## src/rtl/eth_pkg.sv

```systemverilog
// Shared types and helpers for the Ethernet receive header filter.
package eth_pkg;

  localparam int ETH_HDR_BYTES = 14;
  // Header bytes that spill into beat1 leave this many payload bytes behind per beat.
  localparam int RES_BYTES = 2 * 8 - ETH_HDR_BYTES;
  localparam logic [47:0] BCAST_MAC = 48'hffffffffffff;

  typedef struct packed {
    logic [47:0] dst;
    logic [47:0] src;
    logic [15:0] etype;
  } eth_hdr_t;

  typedef enum logic [2:0] {
    HDR0  = 3'd0,
    HDR1  = 3'd1,
    PASS  = 3'd2,
    FLUSH = 3'd3,
    DROP  = 3'd4
  } rx_state_e;

  function automatic logic [63:0] keep_mask(input logic [7:0] keep);
    logic [63:0] m;
    m = 64'd0;
    for (int i = 0; i < 8; i++) m[8*i +: 8] = {8{keep[i]}};
    return m;
  endfunction

  // Wire byte 0 is the most significant byte of every header field.
  function automatic eth_hdr_t parse_hdr(input logic [63:0] b0, input logic [63:0] b1);
    eth_hdr_t h;
    h.dst   = {b0[7:0], b0[15:8], b0[23:16], b0[31:24], b0[39:32], b0[47:40]};
    h.src   = {b0[55:48], b0[63:56], b1[7:0], b1[15:8], b1[23:16], b1[31:24]};
    h.etype = {b1[39:32], b1[47:40]};
    return h;
  endfunction

endpackage

```

## src/rtl/eth_realign64.sv

```systemverilog
// Payload re-alignment: carries the trailing bytes of each beat into the next output beat.
module eth_realign64
  import eth_pkg::*;
(
  input  logic        clk,
  input  logic        rst_n,
  input  logic        load_hdr,
  input  logic        shift,
  input  logic [63:0] in_data,
  input  logic [7:0]  in_keep,
  output logic [63:0] merge_data,
  output logic [7:0]  merge_keep,
  output logic [63:0] flush_data,
  output logic [7:0]  flush_keep
);

  logic [8*RES_BYTES-1:0] residue;
  logic [RES_BYTES-1:0]   res_keep;
  logic [63:0]            in_masked;

  always_comb begin
    in_masked  = in_data & keep_mask(in_keep);
    merge_data = {in_masked[63-8*RES_BYTES:0], residue};
    merge_keep = {in_keep[7-RES_BYTES:0], {RES_BYTES{1'b1}}};
    flush_data = {{(64 - 8*RES_BYTES){1'b0}}, residue};
    flush_keep = {{(8 - RES_BYTES){1'b0}}, res_keep};
  end

  // Residue is stored already masked so a flush never exposes stale bytes.
  always_ff @(posedge clk or negedge rst_n) begin
    if (!rst_n) begin
      residue  <= '0;
      res_keep <= '0;
    end else if (load_hdr) begin
      residue  <= in_data[63:64-8*RES_BYTES];
      res_keep <= {RES_BYTES{1'b1}};
    end else if (shift) begin
      residue  <= in_masked[63:64-8*RES_BYTES];
      res_keep <= in_keep[7:8-RES_BYTES];
    end else begin
      residue  <= residue;
      res_keep <= res_keep;
    end
  end

endmodule

```

## src/rtl/eth_rx_hdr_filter.sv

```systemverilog
// Ethernet RX header filter: MAC/ethertype check, runt drop, header strip with payload re-alignment.
module eth_rx_hdr_filter
  import eth_pkg::*;
#(
  parameter logic [47:0] MAC_ADDR     = 48'hfa163e55ca02,
  parameter bit          ACCEPT_BCAST = 1'b1,
  parameter bit          ETYPE_CHECK  = 1'b0,
  parameter logic [15:0] ETYPE        = 16'h0800
) (
  input  logic        aclk,
  input  logic        aresetn,
  input  logic [63:0] stream_in_DATA,
  input  logic [7:0]  stream_in_KEEP,
  input  logic        stream_in_LAST,
  input  logic        stream_in_VALID,
  output logic        stream_in_READY,
  output logic [63:0] stream_out_DATA,
  output logic [7:0]  stream_out_KEEP,
  output logic        stream_out_LAST,
  output logic        stream_out_VALID,
  input  logic        stream_out_READY,
  output logic [47:0] src_mac,
  output logic [15:0] eth_type,
  output logic [31:0] cnt_pass,
  output logic [31:0] cnt_drop
);

  rx_state_e   state;
  logic [63:0] beat0;
  eth_hdr_t    hdr;
  logic        hdr_ok;
  logic        in_hs;
  logic        out_hs;
  logic        out_free;
  logic        load_hdr;
  logic        shift;
  logic [63:0] merge_data;
  logic [7:0]  merge_keep;
  logic [63:0] flush_data;
  logic [7:0]  flush_keep;

  always_comb begin
    out_free = !stream_out_VALID || stream_out_READY;
    out_hs   = stream_out_VALID && stream_out_READY;
    in_hs    = stream_in_VALID && stream_in_READY;
    hdr      = parse_hdr(beat0, stream_in_DATA);
    hdr_ok   = ((hdr.dst == MAC_ADDR) || (ACCEPT_BCAST && (hdr.dst == BCAST_MAC)))
               && (!ETYPE_CHECK || (hdr.etype == ETYPE));
    load_hdr = in_hs && (state == HDR1) && !stream_in_LAST && hdr_ok;
    shift    = in_hs && (state == PASS);
  end

  // HDR1 waits for the previous frame's last beat to leave so the sideband never changes under it.
  always_comb begin
    stream_in_READY = 1'b0;
    case (state)
      HDR0, DROP: stream_in_READY = 1'b1;
      HDR1, PASS: stream_in_READY = out_free;
      FLUSH:      stream_in_READY = 1'b0;
      default:    stream_in_READY = 1'b0;
    endcase
  end

  eth_realign64 u_realign (
    .clk        (aclk),
    .rst_n      (aresetn),
    .load_hdr   (load_hdr),
    .shift      (shift),
    .in_data    (stream_in_DATA),
    .in_keep    (stream_in_KEEP),
    .merge_data (merge_data),
    .merge_keep (merge_keep),
    .flush_data (flush_data),
    .flush_keep (flush_keep)
  );

  // Frame FSM, output register stage, sideband and counters.
  always_ff @(posedge aclk or negedge aresetn) begin
    if (!aresetn) begin
      state            <= HDR0;
      beat0            <= 64'd0;
      stream_out_DATA  <= 64'd0;
      stream_out_KEEP  <= 8'd0;
      stream_out_LAST  <= 1'b0;
      stream_out_VALID <= 1'b0;
      src_mac          <= 48'd0;
      eth_type         <= 16'd0;
      cnt_pass         <= 32'd0;
      cnt_drop         <= 32'd0;
    end else begin
      if (out_hs) begin
        stream_out_VALID <= 1'b0;
        if (stream_out_LAST) cnt_pass <= cnt_pass + 32'd1;
      end

      case (state)
        HDR0: begin
          if (in_hs) begin
            beat0 <= stream_in_DATA;
            if (stream_in_LAST) cnt_drop <= cnt_drop + 32'd1;
            else                state    <= HDR1;
          end
        end
        HDR1: begin
          if (in_hs) begin
            if (stream_in_LAST) begin
              cnt_drop <= cnt_drop + 32'd1;
              state    <= HDR0;
            end else if (hdr_ok) begin
              src_mac  <= hdr.src;
              eth_type <= hdr.etype;
              state    <= PASS;
            end else begin
              state <= DROP;
            end
          end
        end
        PASS: begin
          if (in_hs) begin
            stream_out_VALID <= 1'b1;
            stream_out_DATA  <= merge_data;
            stream_out_KEEP  <= merge_keep;
            // Seven or more bytes in the last beat leave residue that needs its own beat.
            stream_out_LAST  <= stream_in_LAST && !stream_in_KEEP[6];
            if (stream_in_LAST) state <= stream_in_KEEP[6] ? FLUSH : HDR0;
          end
        end
        FLUSH: begin
          if (out_free) begin
            stream_out_VALID <= 1'b1;
            stream_out_DATA  <= flush_data;
            stream_out_KEEP  <= flush_keep;
            stream_out_LAST  <= 1'b1;
            state            <= HDR0;
          end
        end
        DROP: begin
          if (in_hs && stream_in_LAST) begin
            cnt_drop <= cnt_drop + 32'd1;
            state    <= HDR0;
          end
        end
        default: state <= HDR0;
      endcase
    end
  end

endmodule

```

## config.mk

```make
export PLATFORM = sky130hd
export DESIGN_NAME = eth_rx_hdr_filter
export DESIGN_NICKNAME = d
export VERILOG_FILES = /design/src/rtl/eth_pkg.sv /design/src/rtl/eth_realign64.sv /design/src/rtl/eth_rx_hdr_filter.sv
export SDC_FILE = /design/constraint.sdc
export NUM_CORES = 1
export LEC_CHECK = 0
export BUFFER_PORTS_ARGS = -buffer_cell sky130_fd_sc_hd__buf_4
export CAP_MARGIN = 20
export CORE_UTILIZATION = 48
export CTS_CLUSTER_DIAMETER = 60
export CTS_CLUSTER_SIZE = 20
export DETAILED_ROUTE_END_ITERATION = 8
export PLACE_DENSITY = 0.78
export SLEW_MARGIN = 20
export SYNTH_ARGS = -nofsm -noshare
export SYNTH_HDL_FRONTEND = slang
export SYNTH_SLANG_ARGS = --single-unit
export TNS_END_PERCENT = 5
```

## constraint.sdc

```tcl
create_clock -name aclk -period 1.9 [get_ports aclk]
set_input_delay 0.095 -clock aclk [delete_from_list [all_inputs] [get_ports aclk]]
set_output_delay 0.095 -clock aclk [all_outputs]
set_load 0.01 [all_outputs]
```

==> run metrics <==
RSZ-0062 raised after global routing yes; Post-Route WL approximately 30000 um; Core ar. ~0.023 sq mm; die area ~0.025 sq mm; Final #Nets about 1300; Crit path max-delay family simple AND/OR/NAND/NOR gates; commonest non-fill, non-tap cell in the layout buf_4; largest net degree at the start of global routing a little under 70; yosys warns 0; post-DP HPWL approximately 20000 um; Die Ht 156.7 um; DRC viols 0; Starting Density 0.4894; Post-synth EDFFs 0; max frequency slightly below 500 MHz; H-tree lvl count 1; clk buf depth 3; commonest non-fill, non-tap cells in the layout 319 x buf_4, 287 x dfrtp_1, 135 x mux2_2, 74 x dlygate4sd3_1, 64 x a32o_1; post-layout util 0.6842; syn nets 885; WP buf/inv 1; Setup-failing EPs final 81; worst path cell trace nand4_1, or4_4, o22ai_4, nand3_4, buf_12, mux2_4; pwr dens about 940 mW/mm^2; I/O pins 280; final global-route overflow total 0; WL/cell slightly below 20 um; Final Hold Fails 0; area share of fa/ha/maj cells after synthesis 0.002178; Port Buffers between 200 and 300; Syn Area/Cell 14.25 sq um; largest stage delay on the critical path ~520 ps; synthesized cell area 0.01149 sq mm; Register Area 0.007182 sq mm; fraction of layout cells with a size suffix above 1 0.4554; number of global-route vias before repair around 8500; # clock sinks about 290; Slew HR 0.6682; initial antenna violation count 0; worst-path fanout max 32; crit path DAT 2470 ps; Crit path required time 2310 ps; first-pass GRT wire length 46120 um; setup ws final -161.5 ps; Total GRT Usage 0.2398; 1st-iter DRT viols 444; num rows between 50 and 60; 1st-pass router iterations 4; slowest CP cell or4_4; mux cell area share after synthesis 0.1460; worst vdd ir between 0.0009 and 0.001 V; root buffer cell clkbuf_16; via count ~8400; CTS clk-pin slew, worst paths around 70 ps; Synth Flop Type dfrtp_1; Worst Max-Slew Pin Slew 496.3 ps; Clock Latency Late Sink 540 ps; post-route ant nets 0; CTS tree done; Filler cells between 1500 and 2000; die width about 160 um; Post-Syn Instances 806; failing checks setup timing; Routability Congestion roughly 0.85; Synth cell types between 40 and 50; CP endpoint kind register; Max-cap violations 0; TritonCTS Buffers 24; area growth from synthesis to layout 39.80%; HP Class input port to register; Multi-input gate area approximately 0.0042 sq mm; fin area roughly 0.016 sq mm; status finished with violations; fraction of registers with async set/reset 1.000; Synth Area in XOR/XNOR 0.04727; Final period util 1.085; minimum clock period between 2000 and 2500 ps; Simple-Gate Fraction of Synth Area 0.08223; Max Slew Vio Count 0; static leakage ~8 nW; CP startpoint kind register; Synth Area in Compound Gates 0.07351; register area share after synthesis 0.6251; Yosys reg bits roughly 290; largest family of logic cells by synthesized area multiplexers; Setup CP Type register to register; Post-DP Area between 0.01 and 0.015 sq mm; Setup Skew roughly 22 ps; ant diodes 0; Via-to-Cell Ratio about 5.5
[worst register-to-register path, delay by kind of cell, from the launching register on]
kind	cells	cell delay [ps]
simple gates	3	800
flops	1	410
mux	1	310
buf+inv	1	210
compound gates	1	200
[per-stage QoR]
stage / setup TNS [ps] / setup slack [ps] / total power, mW / std cells / hold slack (ps)
after global routing: -15380 / -237.0 / 15.84 / 1531 / 32.99
after CTS: -12090 / -198.2 / 15.28 / 1531 / 5.781
after detailed placement: -15220 / -242.3 / 9.839 / 1415 / 62.91
after floorplan: -76.39 / -27.33 / 8.775 / 806 / -200.6
after global placement: -10660 / -172.3 / 9.714 / 1415 / 49.15
final: -9443 / -161.5 / 15.17 / 1531 / 28.46
[final timing paths]
check	from	end	slack, ps	cells after the start
setup / recovery	beat0[45]	src_mac[20]	-160	6
hold / removal	stream_in_KEEP[7]	u_realign.res_keep[1]	30	5
setup reg to reg	beat0[45]	src_mac[20]	-160	6
hold reg to reg	cnt_pass[31]	cnt_pass[31]	480	1
max in group asynchronous	aresetn	src_mac[39]	1070	3
min in group asynchronous	aresetn	cnt_drop[13]	80	2
[flip-flops by register name (all words and copies together) (netlist names)]
name	cells
eth_type	16
stream_out_VALID	1
state	3
src_mac	48
beat0	64
u_realign.res_keep	2
u_realign.residue	16
cnt_pass	32
stream_out_DATA	64
stream_out_KEEP	8
stream_out_LAST	1
cnt_drop	32
[per-layer routing]
metal  GRT usage  vias to the layer above  wire [um]
met2      0.4025                      320      14680
met1      0.3069                     4270      12320
li1            -                     3768          -
met4     0.07610                        0        772
met5           0                        -          0
met3     0.05566                       60       2139
[timing repair]
item | CTS | global route
pin swaps | 4 | 8
resized for setup | 13 | 15
buffers inserted | 1 | 0
endpoints found under the hold margin | 474 | 0
setup endpoints to repair | 83 | 115
hold buffers | 74 | 0
[cell usage after synthesis (11+ instances only)]
| library cell | count | share of area |
|---|---|---|
| nand4_1 | 32 | 0.017 |
| nand2_1 | 21 | 0.0069 |
| xnor2_1 | 43 | 0.033 |
| buf_1 | 12 | 0.0039 |
| xor2_1 | 19 | 0.014 |
| buf_2 | 13 | 0.0057 |
| nor2_1 | 20 | 0.0065 |
| dfrtp_1 | 287 | 0.63 |
| and3_1 | 11 | 0.0060 |
| nand3_1 | 31 | 0.014 |
| mux2_2 | 140 | 0.14 |
| clkbuf_1 | 12 | 0.0039 |
| a32o_1 | 64 | 0.056 |
[logic make-up (layout without fill, tap and decap cells)]
family                     Yosys count  in the layout
DFF                                287            287
and+or+nand+nor                    163            163
muxes                              147            147
AOI/OAI and AO/OA                   91             91
xor gates and xnor gates            62             62
buffers and inverters               54            460
adders and majority gates            2              2
[power breakdown]
| part | total [mW] | switching [mW] | internal [mW] |
|---|---|---|---|
| sequential | 7.49 | 0.577 | 6.92 |
| combinational | 2.43 | 1.01 | 1.43 |
| clock | 5.25 | 2.49 | 2.76 |
| total | 15.2 | 4.07 | 11.1 |
[area by class of cell]
class | instances | area share
Clock buffer | 25 | 0.03825
Timing Repair Buffer | 408 | 0.2120
Multi-Input combinational cell | 465 | 0.2608
Tap cell | 319 | 0.02485
Sequential cell | 287 | 0.4472
Inverter | 10 | 0.002337
Clock inverter | 17 | 0.01465
Power figures use the tool's default switching activity.
